[config.mk]
export PLATFORM = sky130hd
export DESIGN_NAME = branch_predict_unit
export DESIGN_NICKNAME = d
export VERILOG_FILES = /design/src/rtl/branch_predict_unit.sv
export SDC_FILE = /design/constraint.sdc
export NUM_CORES = 1
export LEC_CHECK = 0
export BUFFER_PORTS_ARGS = -buffer_cell sky130_fd_sc_hd__clkbuf_2
export CAP_MARGIN = 0
export CORE_MARGIN = 8
export CORE_UTILIZATION = 55
export DETAILED_ROUTE_END_ITERATION = 6
export PLACE_DENSITY_LB_ADDON = 0.12
export SLEW_MARGIN = 20
export SYNTH_ARGS = -nofsm -noshare
export SYNTH_HDL_FRONTEND = slang
export SYNTH_SLANG_ARGS = --single-unit
[constraint.sdc]
create_clock -name clk -period 7.4 [get_ports clk]
set_input_delay 0.37 -clock clk [delete_from_list [all_inputs] [get_ports clk]]
set_output_delay 0.37 -clock clk [all_outputs]
set_load 0.02 [all_outputs]
[src/rtl/branch_predict_unit.sv]
// Branch resolver plus 2-bit saturating BHT: lookup combinational, resolve/update/stats one cycle later.
// No backpressure: one execute-stage instruction is accepted every cycle that e_valid is high.
module branch_predict_unit #(
  parameter int         WIDTH      = 32,
  parameter int         BHT_DEPTH  = 16,
  parameter logic [1:0] INIT_STATE = 2'd1,
  parameter int         CNT_W      = 16
) (
  input  logic             clk,
  input  logic             rst,
  input  logic [WIDTH-1:0] f_pc,
  output logic             f_predTaken,
  input  logic             e_valid,
  input  logic [WIDTH-1:0] e_pc,
  input  logic             isBeq,
  input  logic             isBgt,
  input  logic             isUBranch,
  input  logic             isRet,
  input  logic             flagsE,
  input  logic             flagsGT,
  input  logic [WIDTH-1:0] branchTarget,
  input  logic [WIDTH-1:0] op1,
  input  logic             e_predTaken,
  output logic             isBranchTaken,
  output logic [WIDTH-1:0] branchPC,
  output logic             mispredict,
  output logic [WIDTH-1:0] redirectPC,
  output logic [CNT_W-1:0] branchCount,
  output logic [CNT_W-1:0] mispredictCount
);

  localparam int IDX = $clog2(BHT_DEPTH);

  logic [1:0]       bht [BHT_DEPTH];
  logic [IDX-1:0]   fIdx;
  logic [IDX-1:0]   eIdx;
  logic             anyBranch;
  logic             taken;
  logic             isMiss;
  logic             condUpdate;
  logic [WIDTH-1:0] target;
  logic [WIDTH-1:0] nextPC;
  logic             unusedPcBits;

  assign fIdx         = f_pc[IDX+1:2];
  assign eIdx         = e_pc[IDX+1:2];
  assign unusedPcBits = ^{f_pc[WIDTH-1:IDX+2], f_pc[1:0]};

  // No bypass: a same-cycle update is only visible after the edge.
  assign f_predTaken = bht[fIdx][1];

  assign anyBranch  = isBeq | isBgt | isUBranch | isRet;
  assign taken      = isUBranch | isRet | (isBeq & flagsE) | (isBgt & flagsGT);
  assign target     = isRet ? op1 : branchTarget;
  assign nextPC     = taken ? target : e_pc + WIDTH'(4);
  assign isMiss     = e_valid & (taken != e_predTaken);
  assign condUpdate = e_valid & (isBeq | isBgt) & ~isUBranch & ~isRet;

  always_ff @(posedge clk or posedge rst) begin
    if (rst) begin
      for (int i = 0; i < BHT_DEPTH; i++) bht[i] <= INIT_STATE;
    end else if (condUpdate) begin
      if (taken && bht[eIdx] != 2'd3)
        bht[eIdx] <= bht[eIdx] + 2'd1;
      else if (!taken && bht[eIdx] != 2'd0)
        bht[eIdx] <= bht[eIdx] - 2'd1;
    end
  end

  always_ff @(posedge clk or posedge rst) begin
    if (rst) begin
      isBranchTaken   <= 1'b0;
      branchPC        <= '0;
      mispredict      <= 1'b0;
      redirectPC      <= '0;
      branchCount     <= '0;
      mispredictCount <= '0;
    end else begin
      mispredict <= isMiss;
      if (e_valid) begin
        isBranchTaken <= taken;
        branchPC      <= target;
        redirectPC    <= nextPC;
      end
      // Statistics stick at all-ones rather than wrapping.
      if (e_valid && anyBranch && !(&branchCount))
        branchCount <= branchCount + CNT_W'(1);
      if (isMiss && !(&mispredictCount))
        mispredictCount <= mispredictCount + CNT_W'(1);
    end
  end

endmodule

======== Yosys cells after proc, flatten, opt, wreduce, memory -nomap -nowiden ========
Cells that the tools add are included.
operators by class
  equality and inequality tests ........... 2
  $add $sub $neg .......................... 5
  reduce and logical (&&, ||, !) cells .... 14
  mux-type cells .......................... 14
  bitwise gates (word level) .............. 16
  order comparisons ....................... 3
operator list
  kind                                                                           count
  32-bit 2-to-1 mux                                                              4
  32-bit bitwise mux                                                             2
  16-bit by 1-bit adder with 16-bit output (second input constant)               2
  32-bit by 3-bit adder with 32-bit output (second input constant)               1
  16-bit AND reduction                                                           2
  2-bit binary-select mux with 4-bit select                                      2
  5-bit greater-or-equal comparator (second input constant)                      2
  2-bit 2-to-1 mux                                                               5
  4-bit NOT with 5-bit output                                                    2
  2-bit demux with 4-bit select                                                  1
  1-bit AND                                                                      6
  1-bit logical AND                                                              6
  1-bit bitwise OR                                                               6
  5-bit by 1-bit less-than comparator with 1-bit output (second input constant)  1
  2-bit nonzero test                                                             2
  1-bit logical NOT                                                              3
  2-bit by 1-bit adder with 2-bit output (second input constant)                 1
  2-bit inequality test (second input constant)                                  1
  1-bit NOT                                                                      2
  2-bit AND reduction                                                            1
  2-bit by 1-bit subtractor with 2-bit output (second input constant)            1
  1-bit inequality test                                                          1
word-level totals
  register bits after elaboration ......... 130
  word-level logic and storage cells ...... 76

======== Depth between registers and ports, before layout ========
Gate-level depths: netlist (run 1).
  depth in word-level cells ............... 8
  depth in mapped cells ................... 13
  gate-level depth less buffers ........... 10

======== Worst setup path after synthesis (run 1) ========
OpenSTA, ideal clock, no wires.
  kind .................................... input to register
  start ................................... in e_pc[3]
  end ..................................... reg bht[17] in the netlist's numbering
  stages on the path ...................... 10
  buffers on the path ..................... 3
  setup slack ............................. 4.184 ns
  arrival ................................. 3.092 ns
  path through ............................ clkbuf_1 > clkbuf_1 > mux4_2 > mux4_2 > ha_1 > a21boi_0 > a2111oi_4 > buf_6 > nand4b_1 > mux2_2
between the ends
  word-level cells in the longest chain between the ends .. 8
RTL lines
  element                                                                      RTL line  source
  start, declared                                                              14        input logic [WIDTH-1:0] e_pc,
  4-bit NOT with 5-bit output (implied by the code) (*)                        --
  2-bit binary-select mux with 4-bit select (tied with other cells)            --
  2-bit 2-to-1 mux (implied by the code) or 1-bit logical AND (tied branches)  --
  2-bit 2-to-1 mux, on equally long branches                                   --
  2-bit by 1-bit subtractor with 2-bit output (tied with other cells)          66        bht[eIdx] <= bht[eIdx] - 2'd1;
  32-bit bitwise mux (tied with other cells)                                   66
  32-bit 2-to-1 mux or 2-bit nonzero test (tied branches)                      --
  32-bit 2-to-1 mux or 2-bit AND reduction (tied branches)                     --
  end signal, assigned by index                                                64        bht[eIdx] <= bht[eIdx] + 2'd1;
  end signal, assigned by index                                                66
  end, declared                                                                34        logic [1:0] bht [BHT_DEPTH];
Mark *: on every way between the ends. The rest lies on a longest branch, timed or not. The select of a mux whose other input is x is not followed.
A chain may end at the register's enable or synchronous reset.

======== Worst setup path after layout (run 1) ========
Ends and elaborated chain as after synthesis.

==> results of run 1 <==
[final cells by class]
type | count | area [sq um]
multi-input cells | 469 | 3420
clock inverters | 9 | 80.08
fillers | 1006 | 3806
flip-flops and latches | 130 | 3273
well taps | 172 | 215.2
repair buffers | 212 | 1074
clock buffers | 23 | 488.0
inverters | 15 | 58.81
[stage by stage]
stage                     util, %  total power [uW]  hold slack (ps)  area (sq um)  setup slack, ps
after floorplan                 -              1212            491.0          6899             3587
after global placement      64.69              1379            464.2          8031             3557
after detailed placement    64.70              1402            473.1          8033             3446
after CTS                   69.28              2203            68.29          8601             3796
after global routing        69.34              2292            110.0          8608             3542
final                       69.34              2190            47.56          8608             3754
[routing by layer]
metal	track usage (%)	wire length [um]	up-vias
met5	0	9	-
met1	28.19	7913	2888
met4	9.021	385	2
met3	6.697	1398	30
met2	41.54	9748	226
li1	-	-	2755
[worst register-to-register path: stages (launching register included)]
cell and delay, ps:
dfstp_2 360, mux2_2 250, o21ai_0 450, mux2i_1 200, mux2_2 320, ha_1 220
a21boi_0 160, a2111oi_4 800, nand4b_1 300, mux2_2 340
[cell families after synthesis]
kind of cell / synth area share, %
flops: 47.44
buf+inv: 3.119
fa+ha+maj: 1.451
compound gates: 10.57
xor+xnor: 6.728
mux: 16.12
simple gates: 14.56
[power groups by stage]
stage	Combinational, uW	Sequential (uW)	Clock, uW
after floorplan	220	991	0
after global placement	472	907	0
after detailed placement	485	917	0
after CTS	489	905	809
after global routing	531	923	838
final	485	906	799
[synthesized netlist by cell type, types with 3 or more instances]
| cell type | number |
|---|---|
| nand2_1 | 43 |
| and3_1 | 10 |
| clkbuf_1 | 31 |
| a22o_1 | 5 |
| and2_1 | 5 |
| a21o_1 | 4 |
| nor4_1 | 4 |
| inv_1 | 14 |
| mux2_2 | 43 |
| mux4_2 | 11 |
| mux2i_1 | 38 |
| nor3b_1 | 3 |
| o21ai_0 | 57 |
| nand3_1 | 22 |
| dfstp_2 | 16 |
| a21oi_1 | 39 |
| dfrtp_1 | 114 |
| nand4b_1 | 9 |
| ha_1 | 8 |
| xnor2_1 | 29 |
| nor2_1 | 45 |
| a31oi_1 | 3 |
| xor2_1 | 24 |
| nor3_1 | 9 |
| nand4_1 | 25 |
| and4_1 | 9 |
[final timing paths]
| kind | start | cells after the start | endpoint | slack [ps] |
|---|---|---|---|---|
| hold / removal | rst | 2 | branchPC[4]$_DFFE_PP0P_ | 50 |
| max in group asynchronous | rst | 3 | branchPC[10]$_DFFE_PP0P_ | 5940 |
| min in group clk | e_pc[14] | 3 | redirectPC[14]$_DFFE_PP0P_ | 280 |
| setup / recovery | e_pc[3] | 10 | bht[17]$_DFFE_PP0P_ | 3750 |
| setup reg to reg | flip-flop | 9 | bht[17]$_DFFE_PP0P_ | 3890 |
| hold reg to reg | branchPC[12]$_DFFE_PP0P_ | 1 | branchPC[12]$_DFFE_PP0P_ | 480 |
==> out/metrics.yaml, run 1 <==
status:
  status: "finished, final reports clean"
cells_and_area:
  mostFrequentLayoutCell: "clkbuf_2"
  diodes: 0
  drive_above_1_share_pct: 37.65
  num-nets-final: 991
  stdcell_count: 1030
  synthToLayoutAreaGrowth_pct: 24.77
  final_cell_mix: "clkbuf_2 (207), dfrtp_1 (114), o21ai_0 (57)"
clock_tree:
  htree_levels: 4
  cts_root_buf: "clkbuf_16"
  numCtsBuffers: 17
  hold_buffers: 0
  clk_latency_ps: 420
  cts_tree: "yes"
  numClockSinks: 130
  clockBufferDepth: 2
  post_cts_buffers: 0
  cts.clk_slew.worst_paths_ps: 50
  cts_resized: 0
setup_path:
  worstPathMaxFanout: 18
  critPathBufInv: 1
  crit_path_cell_trace: "clkbuf_2, mux2_2, o21ai_0, mux2i_1, mux2_2, ha_1, a21boi_0, a2111oi_4, nand4b_1, mux2_2"
  worst_path_max_delay_cell: "a2111oi_4"
  cp-start-kind: "input port"
  cp_data_required_time_ps: 7700
  crit_type: "in2reg"
  arrival_ps: 3950
  end_kind: "flip-flop"
  critPathMaxStageDelay_ps: 790
  cp_common_cell: "mux2_2"
  cp_top_family: "compound AO/OA/AOI/OAI gates"
placed_design:
  gp_congestion: 0.8626
  port_buffers: 208
  dp_cells: 998
  post-dp-hpwl_um: 14500
sta:
  hold_viol_final: 0
  maxSlewViolCount: 0
  rsz0062_at_grt: "false"
  skew_ps: 8.996
  setup_viol: 0
  tightest_slew_ps: 1032
  setup_tns_ps: 0
  fmax_ghz: 0.2742
  fin_crit_sh_pct: 49.27
  fin_crit_ps: 3646
  slew_headroom_pct: 30.64
power_and_ir_drop:
  internal_power_uw: 1505
  leakage_uw: 0.004055
  sw_frac_of_total_pct: 31.27
  clkPwrFrac_pct: 36.5
  ir_drop_uv: 187.3
  power.switching_uw: 684.8
  p_seq_share_pct: 41.4
  power_density_nw_per_um2: 254.4
  comb_power_share_pct: 22.1
detailed_routing:
  wire_per_inst_um: 18.89
  viasPerCell: 5.729
  vias: 5901
  first_iter_violations: 352
  ant_nets: 0
  firstDrtPassIters: 5
  drc_errors: 0
  totalWireLength_um: 19460
synth:
  ys_seq_area_share_pct: 47.44
  syn-num-nets: 797
  synth_edf_count: 0
  synth_top_area_cell: "dfrtp_1"
  synth_area_sq_um: 6899
  ys_ff_latch: 130
  syn_avg_cell_area_sq_um: 10.60
  synth_top_cell_area_share_pct: 41.35
  synthTopCellsByArea: "dfrtp_1 (41%), mux2_2 (7.0%), dfstp_2 (6.1%), mux2i_1 (5.5%), o21ai_0 (4.1%)"
  dominantRegCellSynth: "dfrtp_1"
  synth_cell_types: 50
  synthArstFlopShare_pct: 100.0
  yosys_warnings: 0
  synthCells: 651
floorplan:
  die-area_sq_um: 16380
  io_pins: 237
  initial_utilization_pct: 55.57
  die_y_um: 128
  placementRows: 41
  core_sq_um: 12410
  die_w_um: 128
min_path:
  hold_class: "in2async"
grt:
  grt_usage_pct: 24.17
  grt_antenna_before_repair: 1
  grt_pass1_vias: 6135
  grt_pass1_wl_um: 31000
  grt_max_degree: 84
  globalRouteOverflowTotal: 0
run:
  maxCapViolCount: 0
Note: power is estimated with default switching activity, not from simulation.
==> run 2, diff against run 1 <==
--- a/config.mk
+++ b/config.mk
@@ -8,7 +8,7 @@
 export BUFFER_PORTS_ARGS = -buffer_cell sky130_fd_sc_hd__clkbuf_2
 export CAP_MARGIN = 0
 export CORE_MARGIN = 8
-export CORE_UTILIZATION = 55
+export CORE_UTILIZATION = 46
 export DETAILED_ROUTE_END_ITERATION = 6
 export PLACE_DENSITY_LB_ADDON = 0.12
 export SLEW_MARGIN = 20
==> constraint.sdc (replaced) <==
create_clock -name clk -period 3.2 [get_ports clk]
set_input_delay 0.16 -clock clk [delete_from_list [all_inputs] [get_ports clk]]
set_output_delay 0.16 -clock clk [all_outputs]
set_load 0.02 [all_outputs]
==> run 2 against run 1 <==
Net effect: sequential cell count is the same; critical path type is now reg2reg; highest routed layer is now met4; critical path depth is the same; design area rose by 1.3%.
==> out/metrics.yaml, run 2 (synthesis results as in run 1) <==
status:
  status: "finished, final reports clean"
power_and_ir_drop:
  power.switching_uw: 1583  # +130%
  power_density_nw_per_um2: 577.3  # +130%
  internal_power_uw: 3453  # +130%
  p_seq_share_pct: 41.5  # about the same
  ir_drop_uv: 324.5  # +73%
  clkPwrFrac_pct: 35.8  # -0.7 points
  leakage_uw: 0.004112  # +1.4%
  comb_power_share_pct: 22.7  # +0.6 points
  sw_frac_of_total_pct: 31.43  # +0.16 points
setup_path:
  arrival_ps: 3210  # -740 ps
  crit_type: "reg2reg"
  timing.rr.end: "bht[9]$_DFFE_PP0P_"
  end_kind: "flip-flop"
  cp-start-kind: "flip-flop"
  rrSetupSlack_ps: 280  # -3610 ps
  crit_path_cell_trace: "mux4_2, nand2_1, o21ai_0, mux2_2, ha_1, a21boi_0, a2111oi_4, buf_12, nand4b_1, mux2_2"
  cp_data_required_time_ps: 3500  # -4200 ps
  worst_path_max_delay_cell: "mux4_2"
  cp_common_cell: "mux2_2"
  r2r_cells: 10  # +1
  worstPathMaxFanout: 16  # -2
  critPathMaxStageDelay_ps: 470  # -320 ps
cells_and_area:
  fill_cells: 1256  # +25%
  drive_above_1_share_pct: 38.28  # +0.63 points
  final_cell_mix: "clkbuf_2 (207), dfrtp_1 (114), o21ai_0 (57)"
  final_area_sq_um: 8723  # +1.3%
  diodes: 0  # unchanged
  num-nets-final: 1003  # +1.2%
  synthToLayoutAreaGrowth_pct: 26.44
  multi_input_area_sq_um: 3418  # about the same
  mostFrequentLayoutCell: "clkbuf_2"
  register_area_sq_um: 3273  # unchanged
clock_tree:
  cts_tree: "yes"
  numCtsBuffers: 17  # unchanged
  clk_latency_ps: 420  # about the same
  numClockSinks: 130  # unchanged
  clockBufferDepth: 2  # unchanged
  cts.clk_slew.worst_paths_ps: 60  # about the same
  post_cts_buffers: 0  # unchanged
  cts_root_buf: "clkbuf_16"
  htree_levels: 4  # unchanged
  cts_resized: 0  # unchanged
  hold_buffers: 1  # +1
detailed_routing:
  ant_nets: 0  # unchanged
  viasPerCell: 5.547  # -3.2%
  first_iter_violations: 413  # +17%
  wire_per_inst_um: 19.08  # +1.0%
  firstDrtPassIters: 5  # unchanged
  vias: 5847  # -0.92%
  drc_errors: 0  # unchanged
  totalWireLength_um: 20110  # +3.4%
grt:
  grt_usage_pct: 20.87  # -3.3 points
  grt_pass1_wl_um: 32450  # +4.7%
  grt_pass1_vias: 5955  # -2.9%
  globalRouteOverflowTotal: 0  # unchanged
  grt_antenna_before_repair: 0  # -1
  grt_max_degree: 131  # +56%
sta:
  rsz0062_at_grt: "false"
  setup_tns_ps: 0  # unchanged
  slew_headroom_pct: 42.94  # +12 points
  fmax_ghz: 0.3431
  setup_viol: 0  # unchanged
  fin_crit_sh_pct: 91.09
  skew_ps: 7.759  # -1.237 ps
  maxSlewViolCount: 0  # unchanged
  hold_viol_final: 0  # unchanged
  tightest_slew_ps: 848.8  # -183.6 ps
  fin_crit_ps: 2915
min_path:
  hold_path_end: "branchPC[13]$_DFFE_PP0P_"
  hp-start: "branchTarget[13]"
  hold_class: "in2reg"
  holdPathStages: 3
floorplan:
  placementRows: 44  # +7.3%
  core_sq_um: 14590  # +18%
  die_w_um: 138.5  # +8.2%
  io_pins: 237  # unchanged
  die_y_um: 138.5  # +8.2%
  die-area_sq_um: 19170  # +17%
  initial_utilization_pct: 47.29  # -8.3 points
placed_design:
  placed_area_sq_um: 8155  # +1.5%
  gp_congestion: 0.8821  # +2.3%
  port_buffers: 208  # unchanged
  post-dp-hpwl_um: 15220  # +5.0%
run:
  maxCapViolCount: 0  # unchanged
## run 2: layout make-up
| class | count | share of cell area (%) |
|---|---|---|
| clock buffers | 22 | 5.321 |
| clock inverters | 10 | 0.9897 |
| flip-flops and latches | 130 | 37.52 |
| well taps | 184 | 2.639 |
| repair buffers | 224 | 13.65 |
| inverters | 15 | 0.6885 |
| multi-input cells | 469 | 39.19 |
## run 2: through the flow
| stage | instances | util (%) | hold slack [ps] | worst slack [ps] | total power, uW |
|---|---|---|---|---|---|
| CTS | 1054 | 59.74 | 61.25 | 240.1 | 5081 |
| finish | 1054 | 59.79 | 73.51 | 285.0 | 5036 |
| global placement | 1021 | 55.90 | 404.4 | 216.7 | 3225 |
| detailed placement | 1021 | 55.90 | 416.9 | 174.4 | 3265 |
| global route | 1054 | 59.79 | 86.08 | 173.2 | 5296 |
| floorplan | 651 | - | 353.9 | 193.7 | 2802 |
## run 2: how the worst max path moves through the flow
stage | slack (ps) | start | depth (start not counted) | end
final | 280 | flip-flop | 10 | bht[9]$_DFFE_PP0P_
after CTS | 240 | bht[1]$_DFFE_PP0P_ | 6 | bht[1]$_DFFE_PP0P_
after global routing | 170 | flip-flop | 10 | bht[9]$_DFFE_PP0P_
after floorplan | 190 | e_pc[3] | 10 | bht[17]$_DFFE_PP0P_
after detailed placement | 170 | e_pc[3] | 12 | bht[9]$_DFFE_PP0P_
after global placement | 220 | e_pc[3] | 8 | bht[27]$_DFFE_PP0P_
## run 2: worst max-delay path, delay by kind of cell, from the launching register on
family | cells | cell delay, ps
muxes | 3 | 1120
DFF | 1 | 360
buffers and inverters | 1 | 190
and+or+nand+nor | 2 | 280
AOI/OAI and AO/OA | 3 | 600
adders and majority gates | 1 | 230
## run 2: routing by layer
metal  global-route usage (%)  vias to the layer above  wire length, um
met1                    26.72                     2833             8660
li1                         -                     2768                -
met5                        0                        -                0
met3                    5.788                       35             1423
met4                    7.037                        0              422
met2                    33.33                      211             9604
## run 2: power groups by stage
stage / clock (uW) / combinational (uW) / sequential [uW]
2_1_floorplan: 0 / 510 / 2290
3_3_place_gp: 0 / 1120 / 2100
3_5_place_dp: 0 / 1150 / 2120
4_1_cts: 1840 / 1150 / 2090
5_1_grt: 1920 / 1250 / 2130
6_report: 1800 / 1140 / 2090
==> run 3, diff against run 2 <==
--- a/config.mk
+++ b/config.mk
@@ -11,6 +11,7 @@
 export CORE_UTILIZATION = 46
 export DETAILED_ROUTE_END_ITERATION = 6
 export PLACE_DENSITY_LB_ADDON = 0.12
+export REMOVE_ABC_BUFFERS = 1
 export SLEW_MARGIN = 20
 export SYNTH_ARGS = -nofsm -noshare
 export SYNTH_HDL_FRONTEND = slang
==> run 3 against run 2 <==
Net effect: clock power is 4% higher; count of clock-buffer cells in the layout is 1 higher; die area stayed put; utilization is 0.27 points higher; clock skew is 2.2 ps lower; critical endpoint is now bht[13]$_DFFE_PP0P_; total power is 1.6% higher; setup slack better by 43 ps; highest routed layer unchanged; fmax is 1.5% higher.
==> out/metrics.yaml, run 3 (synthesis results as in run 1) <==
clock_tree:
  cts.clk_slew.worst_paths_ps: 60  # about the same
  cts_tree: "yes"
  htree_levels: 4  # unchanged
  cts_resized: 0  # unchanged
  numCtsBuffers: 17  # unchanged
  clk_latency_ps: 410  # about the same
  numClockSinks: 130  # unchanged
  cts_root_buf: "clkbuf_16"
  clockBufferDepth: 2  # unchanged
cells_and_area:
  synthToLayoutAreaGrowth_pct: 27.02
  num-nets-final: 1005  # +0.20%
  mostFrequentLayoutCell: "clkbuf_2"
  final_area_sq_um: 8763  # +0.46%
  stdcell_count: 1057  # +0.28%
  final_cell_mix: "clkbuf_2 (207), dfrtp_1 (114), o21ai_0 (57)"
  fill_cells: 1258  # +0.16%
  drive_above_1_share_pct: 38.30  # about the same
detailed_routing:
  wire_per_inst_um: 18.71  # -1.9%
  totalWireLength_um: 19780  # -1.7%
  drc_errors: 0  # unchanged
  ant_nets: 0  # unchanged
  vias: 5857  # +0.17%
  firstDrtPassIters: 4  # -1
  viasPerCell: 5.541  # -0.11%
  first_iter_violations: 339  # -18%
grt:
  grt_usage_pct: 20.77  # -0.093 points
  grt_pass1_wl_um: 32420  # about the same
  globalRouteOverflowTotal: 0  # unchanged
  grt_antenna_before_repair: 1  # +1
  grt_max_degree: 73  # -44%
  grt_pass1_vias: 6056  # +1.7%
setup_path:
  worstPathMaxFanout: 16  # unchanged
  r2r_cells: 8  # -2
  worst_path_max_delay_cell: "mux4_2"
  critPathBufInv: 1  # unchanged
  cp_common_cell: "mux4_2"
  cp_top_family: "multiplexers"
  crit_type: "reg2reg"
  rrSetupSlack_ps: 330  # +40 ps
  cp-start-kind: "flip-flop"
  reg2reg_from: "bht[1]$_DFFE_PP0P_"
  critPathMaxStageDelay_ps: 530  # +60 ps
  cp_data_required_time_ps: 3490  # about the same
  crit_path_cell_trace: "mux4_2, mux4_2, ha_1, a21boi_0, a2111oi_4, buf_12, nand4b_1, mux2_2"
  timing.rr.end: "bht[13]$_DFFE_PP0P_"
  end_kind: "flip-flop"
  arrival_ps: 3170  # -40 ps
power_and_ir_drop:
  power_density_nw_per_um2: 583.6  # +1.1%
  leakage_uw: 0.004133  # +0.52%
  ir_drop_uv: 323.6  # -0.28%
placed_design:
  post-dp-hpwl_um: 14900  # -2.1%
  placed_area_sq_um: 8169  # +0.17%
  dp_cells: 1023  # +0.20%
  gp_congestion: 0.8453  # -4.2%
  port_buffers: 208  # unchanged
  dp_slack_ps: 159.1  # -15.37 ps
sta:
  whs_ps: 70.01  # -3.509 ps
  skew_ps: 5.589  # -2.170 ps
  fmax_ghz: 0.3482  # +1.5%
  rsz0062_at_grt: "false"
  slew_headroom_pct: 42.17  # -0.78 points
  fin_crit_ps: 2872  # -42.87 ps
  hold_viol_final: 0  # unchanged
  setup_viol: 0  # unchanged
  maxSlewViolCount: 0  # unchanged
  final.setup.worst_slack_ps: 327.9  # +42.87 ps
  tightest_slew_ps: 860.4  # +11.53 ps
  setup_tns_ps: 0  # unchanged
  fin_crit_sh_pct: 89.75  # -1.3 points
floorplan:
  initial_utilization_pct: 47.29  # unchanged
  die-area_sq_um: 19170  # unchanged
  io_pins: 237  # unchanged
  die_y_um: 138.5  # unchanged
  core_sq_um: 14590  # unchanged
  placementRows: 44  # unchanged
  die_w_um: 138.5  # unchanged
min_path:
  hold_class: "in2reg"
  hold_path_end: "redirectPC[19]$_DFFE_PP0P_"
  holdPathStages: 3  # unchanged
  hp-start: "e_pc[19]"
run:
  maxCapViolCount: 0  # unchanged
status:
  status: "finished, final reports clean"
==> run 3: cell count changes in the layout (fill, tap and decap cells not counted), sizes merged <==
cell and change:
diode +1, bufinv +1, clkbuf +1, clkinvlp -1, inv +1, buf +2
clkinv -2
==> run 3: metrics by stage <==
step / utilization (%) / power (uW)
2_1_floorplan: - / 2755
3_3_place_gp: 55.99 / 3221
3_5_place_dp: 55.99 / 3267
4_1_cts: 60.00 / 5166
5_1_grt: 60.07 / 5367
6_report: 60.07 / 5115
==> run 3: worst register-to-register path, cell delays in order (launching register included) <==
cell and delay (ps):
dfrtp_1 400, mux4_2 480, mux4_2 530, ha_1 220, a21boi_0 160, a2111oi_4 280
buf_12 190, nand4b_1 180, mux2_2 320
==> run 3: report_power, final <==
group          switching [uW]  internal [uW]
Sequential                201           1900
Combinational             682            456
Clock                     694           1180
Total                    1580           3540
==> run 3: repair_timing <==
| action | CTS | global route |
|---|---|---|
| hold buffers | 1 | 0 |
| buffers inserted | 0 | 0 |
| hold endpoints to repair | 58 | 0 |
==> run 3: area by class of cell <==
| type | instances | area (sq um) | area share (%) |
|---|---|---|---|
| clock buffer | 23 | 467.9 | 5.340 |
| inverter | 15 | 58.81 | 0.6710 |
| antenna | 1 | 2.502 | 0.02856 |
| tap | 184 | 230.2 | 2.627 |
| multi-input combinational | 469 | 3418 | 39.01 |
| sequential | 130 | 3273 | 37.35 |
| clock inverter | 9 | 106.4 | 1.214 |
| timing repair buffer | 226 | 1206 | 13.76 |
==> run 3: per-layer routing <==
metal / track usage, % / up-vias / share of wire (%)
met5: 0 / - / 0
met3: 5.890 / 27 / 7.0
met2: 34.15 / 179 / 49
li1: - / 2770 / -
met1: 25.49 / 2881 / 42
met4: 7.551 / 0 / 2.0
==> run 3: worst max-delay path by stage <==
| stage | from | to | slack [ps] | cells after the start |
|---|---|---|---|---|
| after floorplan | rst | bht[11]$_DFFE_PP0P_ | -400 | 1 |
| after global placement | e_pc[3] | bht[3]$_DFFE_PP0P_ | 220 | 8 |
| after detailed placement | e_pc[3] | bht[5]$_DFFE_PP0P_ | 160 | 8 |
| after CTS | bht[1]$_DFFE_PP0P_ | bht[5]$_DFFE_PP0P_ | 220 | 6 |
| after global routing | flip-flop | bht[13]$_DFFE_PP0P_ | 220 | 10 |
| final | bht[1]$_DFFE_PP0P_ | bht[13]$_DFFE_PP0P_ | 330 | 8 |
